[src/rtl/obj_update_scheduler_pkg.sv]
// Shared types for the object update scheduler: field codes, update entry, FSM states.
package obj_pkg;

  localparam int OBJ_ROWS     = 4;
  localparam int OBJ_COLS     = 6;
  localparam int OBJ_V_ACTIVE = 480;
  localparam int OBJ_DATA_W   = 32;

  localparam logic [2:0] F_VSTART  = 3'd0;
  localparam logic [2:0] F_HSTART  = 3'd1;
  localparam logic [2:0] F_WIDTH   = 3'd2;
  localparam logic [2:0] F_HEIGHT  = 3'd3;
  localparam logic [2:0] F_VOFFSET = 3'd4;
  localparam logic [2:0] F_HOFFSET = 3'd5;
  localparam logic [2:0] F_VISIBLE = 3'd6;
  localparam logic [2:0] F_COLOR   = 3'd7;

  typedef struct packed {
    logic [1:0]            row;
    logic [2:0]            col;
    logic [2:0]            field;
    logic [OBJ_DATA_W-1:0] data;
  } obj_upd_t;

  typedef enum logic [1:0] {
    S_IDLE,
    S_DRAIN,
    S_DONE
  } sched_state_t;

endpackage

[src/rtl/obj_update_scheduler_if.sv]
// Request bus between game-logic requesters and the update scheduler.
interface obj_update_scheduler_if #(
  parameter int NUM_REQ = 3,
  parameter int DATA_W  = 32
);
  logic [NUM_REQ-1:0]        req_valid;
  logic [NUM_REQ-1:0]        req_ready;
  logic [NUM_REQ*2-1:0]      req_row;
  logic [NUM_REQ*3-1:0]      req_col;
  logic [NUM_REQ*3-1:0]      req_field;
  logic [NUM_REQ*DATA_W-1:0] req_data;

  modport master (
    output req_valid, req_row, req_col, req_field, req_data,
    input  req_ready
  );

  modport slave (
    input  req_valid, req_row, req_col, req_field, req_data,
    output req_ready
  );
endinterface

[src/rtl/obj_update_scheduler_upd_fifo.sv]
// Synchronous FIFO of object update entries; depth must be a power of 2.
module upd_fifo
  import obj_pkg::*;
#(
  parameter int DEPTH = 8
) (
  input  logic                     clk,
  input  logic                     rst,
  input  logic                     push,
  input  logic                     pop,
  input  obj_upd_t                 din,
  output obj_upd_t                 dout,
  output logic                     full,
  output logic                     empty,
  output logic [$clog2(DEPTH):0]   count
);

  localparam int AW = $clog2(DEPTH);
  localparam int CW = AW + 1;

  obj_upd_t       mem [DEPTH];
  logic [AW-1:0]  wp;
  logic [AW-1:0]  rp;
  logic           do_push;
  logic           do_pop;

  assign full    = (count == CW'(DEPTH));
  assign empty   = (count == '0);
  assign do_pop  = pop && !empty;
  assign do_push = push && (!full || do_pop);
  assign dout    = mem[rp];

  always_ff @(posedge clk) begin
    if (do_push) mem[wp] <= din;
  end

  // Pointers wrap naturally because DEPTH is a power of 2.
  always_ff @(posedge clk or negedge rst) begin
    if (!rst) begin
      wp    <= '0;
      rp    <= '0;
      count <= '0;
    end else begin
      if (do_push) wp <= wp + 1'b1;
      if (do_pop)  rp <= rp + 1'b1;
      if (do_push && !do_pop)      count <= count + 1'b1;
      else if (do_pop && !do_push) count <= count - 1'b1;
    end
  end

endmodule

[src/rtl/obj_update_scheduler.sv]
// Round-robin object update scheduler committing buffered writes during vblank.
// Optional OBJ_BOUNDS_CHECK_EN discards out-of-grid requests and counts them.
module obj_update_scheduler
  import obj_pkg::*;
#(
  parameter int NUM_REQ    = 3,
  parameter int FIFO_DEPTH = 8,
  parameter int ROWS       = OBJ_ROWS,
  parameter int COLS       = OBJ_COLS,
  parameter int DATA_W     = OBJ_DATA_W,
  parameter int V_ACTIVE   = OBJ_V_ACTIVE
) (
  input  logic                          clk,
  input  logic                          rst,
  input  logic [31:0]                   vCount,
  obj_update_scheduler_if.slave         req,
  output logic                          tbl_wr_en,
  output logic [1:0]                    tbl_row,
  output logic [2:0]                    tbl_col,
  output logic [2:0]                    tbl_field,
  output logic [DATA_W-1:0]             tbl_data,
  output logic                          frame_commit,
  output logic [$clog2(FIFO_DEPTH):0]   fifo_count,
  output logic [7:0]                    err_count
);

  localparam int PW = (NUM_REQ > 1) ? $clog2(NUM_REQ) : 1;

  sched_state_t  state;
  sched_state_t  nxt;
  logic [PW-1:0] ptr;
  logic [PW-1:0] gidx;
  logic          hit;
  logic          xfer;
  logic          push;
  logic          pop;
  logic          full;
  logic          empty;
  logic          vblank;
  logic          vb_q;
  logic          vb_rise;
  obj_upd_t      sel;
  obj_upd_t      head;
  int            idx;

  // First valid requester at or after the pointer, with wrap-around.
  always_comb begin
    hit           = 1'b0;
    gidx          = '0;
    idx           = 0;
    req.req_ready = '0;
    for (int k = 0; k < NUM_REQ; k++) begin
      idx = (int'(ptr) + k) % NUM_REQ;
      if (!hit && req.req_valid[idx]) begin
        hit  = 1'b1;
        gidx = PW'(idx);
      end
    end
    if (hit && !full) req.req_ready[gidx] = 1'b1;
  end

  assign xfer = hit && !full;

  always_comb begin
    sel       = '0;
    sel.row   = req.req_row[gidx*2 +: 2];
    sel.col   = req.req_col[gidx*3 +: 3];
    sel.field = req.req_field[gidx*3 +: 3];
    sel.data  = req.req_data[gidx*DATA_W +: DATA_W];
  end

  always_ff @(posedge clk or negedge rst) begin
    if (!rst) begin
      ptr <= '0;
    end else if (xfer) begin
      ptr <= (32'(gidx) == NUM_REQ - 1) ? '0 : gidx + 1'b1;
    end
  end

`ifdef OBJ_BOUNDS_CHECK_EN
  logic in_range;

  assign in_range = (32'(sel.row) < ROWS) && (32'(sel.col) < COLS);
  assign push     = xfer && in_range;

  always_ff @(posedge clk or negedge rst) begin
    if (!rst) begin
      err_count <= '0;
    end else if (xfer && !in_range && err_count != 8'hFF) begin
      err_count <= err_count + 8'd1;
    end
  end
`else
  assign push      = xfer;
  assign err_count = '0;
`endif

  upd_fifo #(
    .DEPTH (FIFO_DEPTH)
  ) u_fifo (
    .clk   (clk),
    .rst   (rst),
    .push  (push),
    .pop   (pop),
    .din   (sel),
    .dout  (head),
    .full  (full),
    .empty (empty),
    .count (fifo_count)
  );

  assign vblank  = (vCount >= 32'(V_ACTIVE));
  assign vb_rise = vblank && !vb_q;

  always_ff @(posedge clk or negedge rst) begin
    if (!rst) begin
      state <= S_IDLE;
      vb_q  <= 1'b0;
    end else begin
      state <= nxt;
      vb_q  <= vblank;
    end
  end

  always_comb begin
    nxt          = state;
    pop          = 1'b0;
    frame_commit = 1'b0;
    unique case (state)
      S_IDLE: begin
        if (vb_rise) nxt = S_DRAIN;
      end
      S_DRAIN: begin
        pop = !empty && vblank;
        if (empty || !vblank) nxt = S_DONE;
      end
      S_DONE: begin
        frame_commit = 1'b1;
        nxt          = S_IDLE;
      end
      default: nxt = S_IDLE;
    endcase
  end

  // The popped head drives the table in the same cycle it leaves the FIFO.
  assign tbl_wr_en = pop;
  assign tbl_row   = pop ? head.row   : '0;
  assign tbl_col   = pop ? head.col   : '0;
  assign tbl_field = pop ? head.field : '0;
  assign tbl_data  = pop ? head.data  : '0;

endmodule

[src/flat_wrapper.sv]
// flat-port wrapper written by rule: the top's interface ports become plain ports
module obj_update_scheduler_flat import obj_pkg::*;
#(
  parameter int NUM_REQ    = 3,
  parameter int FIFO_DEPTH = 8,
  parameter int ROWS       = OBJ_ROWS,
  parameter int COLS       = OBJ_COLS,
  parameter int DATA_W     = OBJ_DATA_W,
  parameter int V_ACTIVE   = OBJ_V_ACTIVE
)
  (clk, rst, vCount, tbl_wr_en, tbl_row, tbl_col, tbl_field, tbl_data, frame_commit, fifo_count, err_count, req_req_valid, req_req_row, req_req_col, req_req_field, req_req_data, req_req_ready);
  obj_update_scheduler_if #(.NUM_REQ(NUM_REQ), .DATA_W(DATA_W)) req_i ();
  input  logic clk;
  input  logic rst;
  input  logic [31:0] vCount;
  output logic tbl_wr_en;
  output logic [1:0] tbl_row;
  output logic [2:0] tbl_col;
  output logic [2:0] tbl_field;
  output logic [DATA_W-1:0] tbl_data;
  output logic frame_commit;
  output logic [$clog2(FIFO_DEPTH):0] fifo_count;
  output logic [7:0] err_count;
  input wire logic [$bits(req_i.req_valid)-1:0] req_req_valid;
  input wire logic [$bits(req_i.req_row)-1:0] req_req_row;
  input wire logic [$bits(req_i.req_col)-1:0] req_req_col;
  input wire logic [$bits(req_i.req_field)-1:0] req_req_field;
  input wire logic [$bits(req_i.req_data)-1:0] req_req_data;
  output wire logic [$bits(req_i.req_ready)-1:0] req_req_ready;
  assign req_i.req_valid = req_req_valid;
  assign req_i.req_row = req_req_row;
  assign req_i.req_col = req_req_col;
  assign req_i.req_field = req_req_field;
  assign req_i.req_data = req_req_data;
  assign req_req_ready = req_i.req_ready;
  obj_update_scheduler #(.NUM_REQ(NUM_REQ), .FIFO_DEPTH(FIFO_DEPTH), .ROWS(ROWS), .COLS(COLS), .DATA_W(DATA_W), .V_ACTIVE(V_ACTIVE)) u_core (.clk(clk), .rst(rst), .vCount(vCount), .req(req_i), .tbl_wr_en(tbl_wr_en), .tbl_row(tbl_row), .tbl_col(tbl_col), .tbl_field(tbl_field), .tbl_data(tbl_data), .frame_commit(frame_commit), .fifo_count(fifo_count), .err_count(err_count));
endmodule
[config.mk]
export PLATFORM = sky130hd
export DESIGN_NAME = obj_update_scheduler_flat
export DESIGN_NICKNAME = d
export VERILOG_FILES = /design/src/rtl/obj_update_scheduler_pkg.sv /design/src/rtl/obj_update_scheduler_if.sv /design/src/rtl/obj_update_scheduler_upd_fifo.sv /design/src/rtl/obj_update_scheduler.sv /design/src/flat_wrapper.sv
export SDC_FILE = /design/constraint.sdc
export NUM_CORES = 1
export LEC_CHECK = 0
export ABC_AREA = 0
export CORE_ASPECT_RATIO = 1.75
export CORE_MARGIN = 2
export CORE_UTILIZATION = 56
export CTS_BUF_LIST = sky130_fd_sc_hd__clkbuf_4
export DETAILED_ROUTE_END_ITERATION = 10
export GPL_TIMING_DRIVEN = 0
export PLACE_DENSITY_LB_ADDON = 0.05
export REMOVE_ABC_BUFFERS = 1
export SETUP_SLACK_MARGIN = 0.2
export SYNTH_ARGS = -nofsm -noshare
export SYNTH_HDL_FRONTEND = slang
export SYNTH_SLANG_ARGS = --single-unit
[constraint.sdc]
create_clock -name clk -period 8.4 [get_ports clk]
set_input_delay 1.68 -clock clk [delete_from_list [all_inputs] [get_ports clk]]
set_output_delay 1.68 -clock clk [all_outputs]
set_load 0.005 [all_outputs]
==> Word level (Yosys, flattened, before mapping) <==
Memory sizes are Yosys's and may differ from the RTL's.
Index checks and enable logic that the tools add are counted.
{ "classes": {"add_sub_neg": 7, "mul": 1, "n_div": 3, "magnitude_cmp": 6, "n_eq_ne": 6, "shifts": 4, "muxes": 32, "n_reduce_logical": 24} }
{ "op_table": {"columns": ["cell", "n"], "rows": [
  ["32-bit by 4-bit < comparator with 1-bit output, second input constant", 3],
  ["96-bit by 8-bit variable part select with 32-bit output", 1],
  ["32-bit by 3-bit modulo with 32-bit output, second input constant", 2],
  ["32-bit by 9-bit greater-or-equal comparator with 1-bit output, second input constant", 1],
  ["3-bit by 3-bit modulo with 32-bit output, second input constant", 1],
  ["32-bit 2-to-1 mux", 1],
  ["9-bit by 5-bit variable part select with 3-bit output", 2],
  ["1-bit 2-to-1 mux", 14],
  ["2-bit 2-to-1 mux", 7],
  ["1-bit logical AND", 10],
  ["3-bit 2-to-1 mux", 3],
  ["1-bit zero test", 8],
  ["4-bit 2-to-1 mux", 2],
  ["3-bit by 1-bit adder with 3-bit output, second input constant", 2],
  ["1-bit binary-select mux with 2-bit select", 3],
  ["6-bit by 4-bit variable part select with 2-bit output", 1],
  ["4-bit by 1-bit adder with 4-bit output, second input constant", 1],
  ["2-bit equality test, second input constant", 2],
  ["4-bit equality test, second input constant", 1],
  ["4-bit zero test", 1],
  ["2-bit by 2-bit multiplier with 4-bit output, second input constant", 1],
  ["2-bit by 1-bit inequality test with 1-bit output, second input constant", 2],
  ["2-bit one-hot mux with 2 select lines", 1],
  ["4-bit by 1-bit subtractor with 4-bit output, second input constant", 1],
  ["11 further kinds", 12]
]} }
{ "word_totals": {"register_bits": 15, "ramBits": 320, "output_inout_bits": 57, "memories": 1} }
{ "mem_list": {"columns": ["memory", "depth", "word_bits", "read_ports", "rd_clocked_by_memory_dff", "wr", "line_no", "text"], "rows": [
  ["u_core.u_fifo.mem", 8, 40, 1, 0, 1, "obj_update_scheduler_upd_fifo.sv:21", "obj_upd_t mem [DEPTH];"]
]} }

==> Depth between registers and ports, before layout <==
Gate-level depths: netlist of the first run.
{ "depth": {"ltp_word": 17, "depth_mapped": 15, "mapped_depth_nobuf": 14} }

==> By module <==
From an unflattened synthesis of the first run, not the netlist that was laid out.
{ "hier_totals": {"hier_cells": 727, "hier_area_um2": 14249.9} }
{ "modules_own_cells": {"columns": ["module", "instances", "cells_per_inst", "area_each_um2", "seq_area_each_um2"], "rows": [
  ["upd_fifo", 1, 526, 12672.2, 9859.5],
  ["obj_update_scheduler", 1, 201, 1577.8, 125.1]
]} }

==> Worst setup path after synthesis of the first run <==
OpenSTA, ideal clock, no wires.
{ "synth_timing": {"kind": "input to register", "start": "input port req_req_valid[1]", "end": "memory u_core.u_fifo.mem[4][0] (netlist name), enable pin", "arrival_ps": 6541, "setup_slack_ps": 1307, "cell_stages": 5, "n_path_buf": 1, "cell_sequence": "nor2_1 -> maj3_1 -> a21o_1 -> buf_6 -> nor4b_1"} }
{ "synth_via": {"elab_chain_cells": 14, "word_cells_on_any_way": 20, "classes_between": "mux: 14; reduce/logical: 6"} }
{ "synth_lines": {"columns": ["element", "line_no", "text"], "rows": [
  ["start, declared", "flat_wrapper.sv:24", "input wire logic [$bits(req_i.req_valid)-1:0] req_req_valid;"],
  ["1-bit binary-select mux with 2-bit select", "obj_update_scheduler.sv:54", "if (!hit && req.req_valid[idx]) begin"],
  ["1-bit 2-to-1 mux (not written as such) (2 in series)", "obj_update_scheduler.sv:54", null],
  ["1-bit 2-to-1 mux", "obj_update_scheduler.sv:54", null],
  ["1-bit zero test", "obj_update_scheduler.sv:54", null],
  ["1-bit logical AND", "obj_update_scheduler.sv:54", null],
  ["1-bit 2-to-1 mux", "obj_update_scheduler.sv:54", null],
  ["1-bit zero test", "obj_update_scheduler.sv:54", null],
  ["1-bit logical AND", "obj_update_scheduler.sv:54", null],
  ["1-bit 2-to-1 mux (*)", "obj_update_scheduler.sv:54", null],
  ["1-bit logical AND (*)", "obj_update_scheduler.sv:62", "assign xfer = hit && !full;"],
  ["1-bit logical AND (*)", "obj_update_scheduler_upd_fifo.sv:30", "assign do_push = push && (!full || do_pop);"],
  ["1-bit 2-to-1 mux (*)", "obj_update_scheduler_upd_fifo.sv:34", "if (do_push) mem[wp] <= din;"],
  ["1-bit 2-to-1 mux (not written as such) (*)", "obj_update_scheduler_upd_fifo.sv:34", null],
  ["end, declared", "obj_update_scheduler_upd_fifo.sv:21", null]
]} }
Mark *: on every way between the ends. The rest lies on a longest branch, timed or not. The select of a mux whose other input is x is not followed.

==> Worst setup path after layout of the first run <==
{ "layout_timing": {"start": "input port vCount[26]", "end": "output port tbl_data[14]"} }
{ "layout_via": {"elab_chain_cells": 4} }
{ "layout_lines": {"columns": ["element", "line_no", "text"], "rows": [
  ["start, declared", "flat_wrapper.sv:15", "input logic [31:0] vCount;"],
  ["32-bit by 9-bit greater-or-equal comparator with 1-bit output", "obj_update_scheduler.sv:112", "assign vblank = (vCount >= 32'(V_ACTIVE));"],
  ["1-bit logical AND", "obj_update_scheduler.sv:134", "pop = !empty && vblank;"],
  ["1-bit 2-to-1 mux", "obj_update_scheduler.sv:129", "unique case (state)"],
  ["32-bit 2-to-1 mux", "obj_update_scheduler.sv:150", "assign tbl_data = pop ? head.data : '0;"],
  ["end, declared", "flat_wrapper.sv:20", "output logic [DATA_W-1:0] tbl_data;"]
]} }
No other way between the ends.

==> impl_metrics.py, run 1 <==
metrics = {
    "layout": {
        "nets": 1149,
        "instances_no_fill": 1345,
        "area_growth_pct": 26.5,
        "drive_above_1_share_pct": 23.8,
        "post-route-util_pct": 71.8,
    },
    "worst_setup_path": {
        "cpMaxStageDelayCell": "o211ai_4",
        "worstSetupEndpointType": "output pin",
        "regToRegSetupSlack_ns": 4.94,
        "critical_path.cell_chain": "clkdlybuf4s50_1 -> nor4_1 -> nand4_1 -> o211ai_4 -> buf_16 -> buf_16 -> nor2_1 -> clkdlybuf4s50_1",
        "critical_path_class": "input pin to output pin",
        "cp.required_ns": 6.72,
        "cp-start-kind": "input pin",
        "crit_arrival_ns": 4.23,
        "cp_max_fo": 19,
        "slowest_delay_ns": 0.62,
    },
    "place": {
        "place_ws_ns": 2.48,
        "port_buffers": 200,
        "placed_cells": 1220,
        "dp_hpwl_um": 20100,
        "gp_congestion": 0.685,
    },
    "drt": {
        "wl_per_cell_um": 22.8,
        "drt_iter0_markers": 570,
        "route.vias.total": 7813,
        "post-route-drc-count": 0,
        "viasPerCell": 5.81,
        "drt-pass1-iter-count": 5,
        "wirelength_um": 30700,
        "ant_nets": 0,
    },
    "sta": {
        "min_period_ns": 5.91,
        "hold_viol_final": 0,
        "skew_ns": 0.0402,
        "tns_ns": 0,
        "slew_violations": 0,
        "layout_setup_ws_ns": 2.49,
        "rsz0062_at_grt": "no",
        "period_share_pct": 70.4,
        "maxSlewHeadroom_pct": 19.0,
        "finalSetupViolCount": 0,
        "clock.fmax_ghz": 0.169,
        "hold_slack_ns": 0.483,
        "worstMarginPinSlew_ns": 1.21,
    },
    "synth": {
        "synth.distinct_cells": 48,
        "synth_top_family_by_area": "multiplexers",
        "synth-simple-area-share_pct": 3.00,
        "syn-instance-count": 712,
        "syn_avg_cell_area_um2": 19.6,
        "ys_seq_area_share_pct": 71.7,
        "ys_warn_count": 0,
        "synthXorXnorAreaFrac_pct": 0.503,
        "synth_seq_cells": 335,
        "synthAdderAreaFrac_pct": 0.925,
        "syn_area_um2": 13900,
        "synth_compound_area_share_pct": 5.48,
        "muxShareOfSynthArea_pct": 16.0,
    },
    "clock_tree": {
        "postCtsSetupBuffers": 0,
        "cts_tree": "built",
        "htreeDepth": 3,
        "path_clk_slew_ns": 0.07,
        "clk_path_buf_depth": 3,
        "root_buffer": "clkbuf_4",
        "clock_latency_ns": 0.67,
        "cts_inserted_buffers": 74,
        "hold_buffers": 0,
        "cts_sinks": 335,
        "postCtsResizedCells": 0,
    },
    "global_routing": {
        "grt_use_total_pct": 24.2,
        "grt_pass1_vias": 8581,
        "antenna_found_initial": 1,
        "grt_pass1_wl_um": 45900,
        "overflow": 0,
        "grt_max_degree": 61,
    },
    "job": {
        "maxCapViolCount": 0,
    },
    "outcome": {
        "status": "finished clean",
    },
    "die": {
        "row_count": 76,
        "dieArea_um2": 26200,
        "start_util_pct": 56.8,
        "core_um2": 24500,
        "fp.dieW_um": 123,
        "die_h_um": 213,
        "io_pins": 214,
    },
    "power_and_ir_drop": {
        "seq_power_share_pct": 44.7,
        "intPower_mw": 4.37,
        "clockPowerShare_pct": 17.6,
        "p_sw_mw": 2.08,
        "power_density_nw_per_um2": 366,
        "switching_share_pct": 32.2,
        "leakage_nw": 6.28,
        "combPwrFrac_pct": 37.7,
        "vdd_drop_max_uv": 271,
    },
    "worst_hold_path": {
        "hp-class": "flip-flop to flip-flop",
    },
}
layout make-up:
cell class / count / area, um^2
well taps: 312 / 390
flip-flops and latches: 335 / 10000
repair buffers: 239 / 2650
inverters: 9 / 36.3
clock buffers: 100 / 751
multi-input cells: 325 / 3700
clock inverters: 24 / 96.3
fillers: 1595 / 6910
diodes: 1 / 2.50
final timing paths:
kind                                      start                 endpoint  cells past startpoint
max in group asynchronous                   rst      u_core.u_fifo.rp[1]                      1
worst max register to register    u_core.ptr[0]  u_core.u_fifo.mem[0][5]                      9
worst min-delay path            u_core.state[1]          u_core.state[0]                      1
worst min register to register  u_core.state[1]          u_core.state[0]                      1
min in group asynchronous                   rst   u_core.u_fifo.count[1]                      1
worst max-delay path                 vCount[26]             tbl_data[14]                      8
sequential cells by signal, summed over array words and instances, names as in the netlist:
| signal | flops |
|---|---|
| u_core.u_fifo.mem | 320 |
| u_core.u_fifo.count | 4 |
| u_core.u_fifo.rp | 3 |
| u_core.u_fifo.wp | 3 |
| u_core.ptr | 2 |
| u_core.state | 2 |
| u_core.vb_q | 1 |
placed cells by master, fill, tap and decap left out, drive strengths merged, types with 15 or more instances in the layout:
master         instances
buf                   39
dfrtp                 15
a21o                  43
clkinv                23
edfxtp               320
nor2                  48
mux2i                 40
clkdlybuf4s50        200
mux4                  80
clkbuf               100
a22o                  40
metal layers:
layer / part of all wire [%] / track usage (%)
met1: 37 / 29.2
met2: 56 / 43.7
met3: 5.4 / 4.29
met4: 1.5 / 7.76
met5: 0 / 0
critical path, delay by kind of cell:
kind / cells / cell delay [ns]
AO/OA/AOI/OAI: 1 / 0.62
buffers and inverters: 4 / 1.33
AND/OR/NAND/NOR: 3 / 0.60
synth_stat cells (all sizes together):
library cell,n,share of area [%]
a21boi,2,0.13
a21o,43,2.3
a21oi,2,0.072
a221o,1,0.072
a22o,40,2.5
and2,2,0.090
buf,39,1.9
clkbuf,11,0.30
conb,1,0.027
dfrtp,15,2.7
edfxtp,320,69
fa,1,0.14
ha,7,0.63
inv,9,0.26
maj3,2,0.15
mux2,2,0.16
mux2i,40,2.9
mux4,80,13
nand2,8,0.27
nand2b,1,0.045
nand3,1,0.036
nand4,2,0.090
nor2,48,1.3
nor2b,3,0.13
nor3,5,0.25
nor3b,2,0.18
nor4,6,0.27
nor4b,3,0.23
o211a,1,0.072
o211ai,1,0.090
o21ai,4,0.14
o32ai,1,0.063
or4,1,0.054
xnor2,6,0.38
xor2,2,0.13
power groups by stage:
stage               logic, mW  registers [mW]  clock network (mW)
floorplan                1.45            2.91                   0
global placement         2.11            3.06                   0
detailed placement       2.47            2.93                   0
CTS                      2.48            2.90                1.17
global route             2.63            2.94                1.25
finish                   2.44            2.88                1.14
cells by family (layout without fill, tap and decap cells):
family | after synthesis | count (layout)
buf+inv | 59 | 372
other cells | 1 | 9
fa+ha+maj | 10 | 10
flops | 335 | 335
compound gates | 95 | 95
xor+xnor | 8 | 8
simple gates | 82 | 82
mux | 122 | 122
per-stage QoR:
step	instance area (um^2)	power, mW
floorplan	13700	4.37
CTS	17600	6.54
finish	17600	6.46
global route	17600	6.81
detailed placement	16800	5.40
global placement	16000	5.17
Note: power is estimated with default switching activity, not from simulation.
==> run 2, diff against run 1 <==
==> constraint.sdc (replaced) <==
create_clock -name clk -period 5.75 [get_ports clk]
set_input_delay 1.15 -clock clk [delete_from_list [all_inputs] [get_ports clk]]
set_output_delay 1.15 -clock clk [all_outputs]
set_load 0.005 [all_outputs]
==> results of run 2 <==
Same layout as run 1 (identical final DEF). Status: finished clean.
Among the figures that moved: setup slack after placement 2.48 ns -> 0.889 ns; setup slack after layout 2.49 ns -> 0.900 ns; register-to-register setup slack 4.94 ns -> 2.29 ns; total power 6.46 mW -> 9.43 mW; worst IR drop on VDD 271 uV -> 397 uV
==> run 3, diff against run 2 <==
--- a/config.mk
+++ b/config.mk
@@ -8,7 +8,7 @@
 export ABC_AREA = 0
 export CORE_ASPECT_RATIO = 1.75
 export CORE_MARGIN = 2
-export CORE_UTILIZATION = 56
+export CORE_UTILIZATION = 50
 export CTS_BUF_LIST = sky130_fd_sc_hd__clkbuf_4
 export DETAILED_ROUTE_END_ITERATION = 10
 export GPL_TIMING_DRIVEN = 0
==> constraint.sdc (replaced) <==
create_clock -name clk -period 4.4 [get_ports clk]
set_input_delay 0.88 -clock clk [delete_from_list [all_inputs] [get_ports clk]]
set_output_delay 0.88 -clock clk [all_outputs]
set_load 0.005 [all_outputs]
==> impl_metrics.py, run 3 (synthesis gave the netlist of run 1 again) <==
metrics = {
    "worst_setup_path": {
        "cp.required_ns": 3.52,
        "worstSetupEndpointType": "output pin",
        "crit_arrival_ns": 3.15,
        "cp_max_fo": 23,
        "critical_path_class": "input pin to output pin",
        "cp-start-kind": "input pin",
    },
    "sta": {
        "skew_ns": 0.0285,
        "slew_violations": 0,
        "period_share_pct": 91.5,
        "rsz0062_at_grt": "yes",
        "worstMarginPinSlew_ns": 1.23,
        "hold_slack_ns": 0.494,
        "hold_viol_final": 0,
        "finalSetupViolCount": 0,
        "min_period_ns": 4.03,
        "maxSlewHeadroom_pct": 17.7,
        "clock.fmax_ghz": 0.248,
    },
    "place": {
        "dp_hpwl_um": 20100,
        "dpl-instance-area_um2": 16800,
        "gp_congestion": 0.677,
        "port_buffers": 200,
    },
    "die": {
        "dieArea_um2": 29300,
        "row_count": 80,
        "core_um2": 27300,
        "die_h_um": 225,
        "io_pins": 214,
        "fp.dieW_um": 130,
        "start_util_pct": 51.0,
    },
    "drt": {
        "ant_nets": 0,
        "wirelength_um": 31700,
        "route.vias.total": 7864,
        "wl_per_cell_um": 22.5,
        "drt-pass1-iter-count": 8,
        "viasPerCell": 5.58,
        "drt_iter0_markers": 650,
        "post-route-drc-count": 0,
    },
    "outcome": {
        "status": "finished clean",
    },
    "clock_tree": {
        "cts_sinks": 335,
        "cts_tree": "built",
        "path_clk_slew_ns": 0.07,
        "root_buffer": "clkbuf_4",
        "clock_latency_ns": 0.72,
        "cts_inserted_buffers": 75,
        "htreeDepth": 3,
        "clk_path_buf_depth": 3,
    },
    "job": {
        "maxCapViolCount": 0,
    },
    "global_routing": {
        "grt_use_total_pct": 22.6,
        "overflow": 0,
        "grt_pass1_vias": 8584,
        "grt_pass1_wl_um": 47800,
        "grt_max_degree": 43,
        "antenna_found_initial": 1,
    },
    "layout": {
        "reg_top3": "u_core.u_fifo.mem x320, u_core.u_fifo.count x4",
        "final_common_cell": "edfxtp_1",
        "nets": 1156,
        "largest_reg_flops": 320,
        "area_growth_pct": 27.5,
        "regMostFlops": "u_core.u_fifo.mem",
        "drive_above_1_share_pct": 24.5,
        "final_cell_area_um2": 17800,
        "final_cell_mix": "edfxtp_1, clkdlybuf4s50_1, clkbuf_4",
    },
    "power_and_ir_drop": {
        "leakage_nw": 6.31,
        "power_density_nw_per_um2": 702,
        "vdd_drop_max_uv": 701,
    },
    "worst_hold_path": {
        "hp-class": "flip-flop to flip-flop",
    },
}
==> run 3: changes by cell type in the layout (fill, tap and decap cells not counted), moves of 2 or more <==
| cell | before | now |
|---|---|---|
| clkbuf_4 | 100 | 102 |
| buf_6 | 5 | 9 |
| buf_12 | 2 | 5 |
| buf_16 | 13 | 10 |
==> run 3: report_power, final <==
part           switching, mW  leakage, nW  internal (mW)
clock                   1.13        0.520           1.07
combinational           2.51         2.69           2.39
sequential             0.406         3.11           4.96
==> run 3: area by class of cell <==
class,instances,area (um^2)
Sequential cell,335,10000
Fill cell,1917,9560
Multi-Input combinational cell,325,3710
Timing Repair Buffer,245,2700
Clock buffer,102,766
Tap cell,369,462
Clock inverter,23,92.6
Inverter,9,36.3
Antenna cell,1,2.50
==> run 3: layer usage <==
layer / wire (um) / track usage [%] / vias up / share of wire, %
li1: - / - / 3520 / -
met1: 12300 / 28.5 / 4035 / 39
met2: 17400 / 39.2 / 278 / 55
met3: 1700 / 5.09 / 31 / 5.4
met4: 383 / 6.28 / 0 / 1.2
met5: 0 / 0 / - / 0
==> run 3: what timing repair did <==
item                                    in CTS  in global routing
buffers inserted                             2                  1
endpoints found under the setup margin      22                  5
hold buffers                                 0                  0
pin swaps                                    1                  1
cloned                                       0                  0
resized for setup                            1                  1
==> run 3: critical path, stage by stage <==
cell	delay [ns]
clkdlybuf4s50_1	0.41
nor4_1	0.30
nand4_1	0.25
o211ai_4	0.30
buf_12	0.22
buf_12	0.20
nor2_1	0.07
clkdlybuf4s50_1	0.50
==> run 3: worst paths after layout <==
check	startpoint	endpoint	slack, ns	depth (start not counted)
worst max-delay path	vCount[30]	tbl_data[9]	0.37	8
worst min-delay path	u_core.state[1]	u_core.state[0]	0.49	1
worst max register to register	u_core.ptr[0]	u_core.u_fifo.mem[4][17]	0.74	11
worst min register to register	u_core.state[1]	u_core.state[0]	0.49	1
max in group asynchronous	rst	u_core.u_fifo.rp[0]	3.25	1
min in group asynchronous	rst	u_core.u_fifo.rp[2]	0.59	1
==> run 3: per-stage QoR <==
step | power, mW | setup TNS [ns] | std cells | worst slack, ns | utilization, %
after floorplan | 8.33 | -179.07 | 669 | -1.92 | -
after global placement | 9.92 | -1447.21 | 1238 | -7.36 | 59.0
after detailed placement | 10.3 | 0 | 1280 | 0.0263 | 61.6
after CTS | 12.6 | 0 | 1407 | 0.231 | 64.9
after global routing | 13.2 | 0 | 1409 | 0.155 | 65.0
final | 12.5 | 0 | 1409 | 0.375 | 65.0
==> RTL edit: new RTL, config.mk and constraints of run 1 <==
One comparison of `count` changes from == to >=.
--- a/src/rtl/obj_update_scheduler_upd_fifo.sv
+++ b/src/rtl/obj_update_scheduler_upd_fifo.sv
@@ -26,3 +26,3 @@
 
-  assign full    = (count == CW'(DEPTH));
+  assign full    = (count >= CW'(DEPTH));
   assign empty   = (count == '0);
Check against the original RTL: same outputs for any inputs over 4 cycles, from zero or initial values and one cycle with rst low; that may be too few to reach the edited logic, so the function may still have changed.
==> RTL edit against run 1 <==
Global-route usage decreased by 0.51 points; power decreased by 23%; sequential cell count unchanged; area after synthesis decreased by 0.38%; worst setup slack got worse by 2.6 ps; critical path type unchanged; largest cell class unchanged; synthesized cell count increased by 0.28%; design area increased by 0.81%; routed wire length decreased by 1.7%.
==> RTL edit: results (changes against run 1) <==
- Number of global-route vias before repair: 8561 (-0.23%)
- The number of vias after detailed routing is 7983 (+2.2%).
- The switching share of power came to 0.2775 (-0.04487).
- Part of the power in combinational logic: 0.245 (-0.132)
- Maximum number of pins on one net before global-route repair: 45 (-26%)
- The number of diodes is 1 (unchanged).
* Worst vdd rail ir drop: 246.7 uV (-9.1%)
* Share of synthesized cell area in full adder, half adder and majority cells: 0.008566 (-0.0006863)
- The final standard cell area without fillers is 17770 um2 (+0.81%).
- The fraction of layout instances using a drive strength above 1 was 0.2593 (+0.02096).
* Fraction of the mapped netlist area in compound gates: 0.05509 (+0.0002977)
- The total wirelength of the detailed-routed design came to 30210 um (-1.7%).
- Iter 0 DRT Violations: 476 (-16%)
- The filler cell count in the final layout came to 1541 (-3.4%).
* Total of clock buffers placed in the layout: 116 (+16%)
- Layout Area Growth over Synthesis: 28.05%
* Avg Inst Size Synth: 19.44 um2 (-0.66%)
- The worst reg-to-reg path cell count came to 10 (+1).
- Post-DR vias/cell: 5.878 (+1.2%)
* CP max-delay cell: sky130_fd_sc_hd__o2111ai_4
- Layout clock area frac: 0.05563 (+0.007571)
- Area taken by multi-input logic gates: 3702 um2 (about the same)
- The number of signal-net inverters in the final layout is 8 (-1).
- The wire length of the first global-routing pass is 45370 um (-1.2%).
- Unique cell type count in the Yosys netlist: 46 (-4.2%)
* Comb group: 1220 uW (-50%)
- The number of multi-input logic gates was 327 (+0.62%).
* Post-detailed-placement half-perimeter wirelength: 20060 um (-0.34%)
- Antenna violations before repair: 1 (unchanged)
- The mux cell area share after synthesis is 0.1603 (+0.0006048).
* All-layer global routing usage: 0.2371 (-0.005052)
* Max-Slew Margin vs Limit: 0.2404 (+0.05001)
- Ranked by total cell area, the synthesized netlist is headed by sky130_fd_sc_hd__edfxtp_1 69%, sky130_fd_sc_hd__mux4_2 13%, sky130_fd_sc_hd__mux2i_1 2.9%.
- The placer congestion estimate came to 0.6976 (+1.9%).
- Fraction of synthesized cell area in xor and xnor cells: 0.005049 (+0.00001905)
* Crit-path max cell delay: 560 ps (-60 ps)
- The worst setup slack before clock tree synthesis was 2469 ps (-10.05 ps).
* Power Clock: 1270 uW (+11%)
- Run status: finished clean
- The flip-flop and latch count was 335 (unchanged).
- The register area share after synthesis is 0.7195 (+0.002714).
* Cell area after placement: 16780 um2 (about the same)
- The cell count after placement came to 1224 (+0.33%).
## RTL edit: layer usage
| metal | routed length (um) | track usage | up-vias | part of all wire |
|---|---|---|---|---|
| li1 | - | - | 3508 | - |
| met5 | 0 | 0 | - | 0 |
| met4 | 625 | 0.08621 | 0 | 0.021 |
| met1 | 11550 | 0.2877 | 4117 | 0.38 |
| met2 | 16370 | 0.4146 | 312 | 0.54 |
| met3 | 1664 | 0.05204 | 46 | 0.055 |
## RTL edit: worst paths after layout
check | end | start | slack, ps
setup / recovery | tbl_data[1] | vCount[13] | 2490
hold / removal | u_core.ptr[0] | u_core.ptr[0] | 540
setup reg to reg | u_core.u_fifo.mem[1][25] | u_core.ptr[0] | 4980
hold reg to reg | u_core.ptr[0] | u_core.ptr[0] | 540
max in group asynchronous | u_core.u_fifo.rp[0] | rst | 6410
min in group asynchronous | u_core.u_fifo.wp[1] | rst | 1460
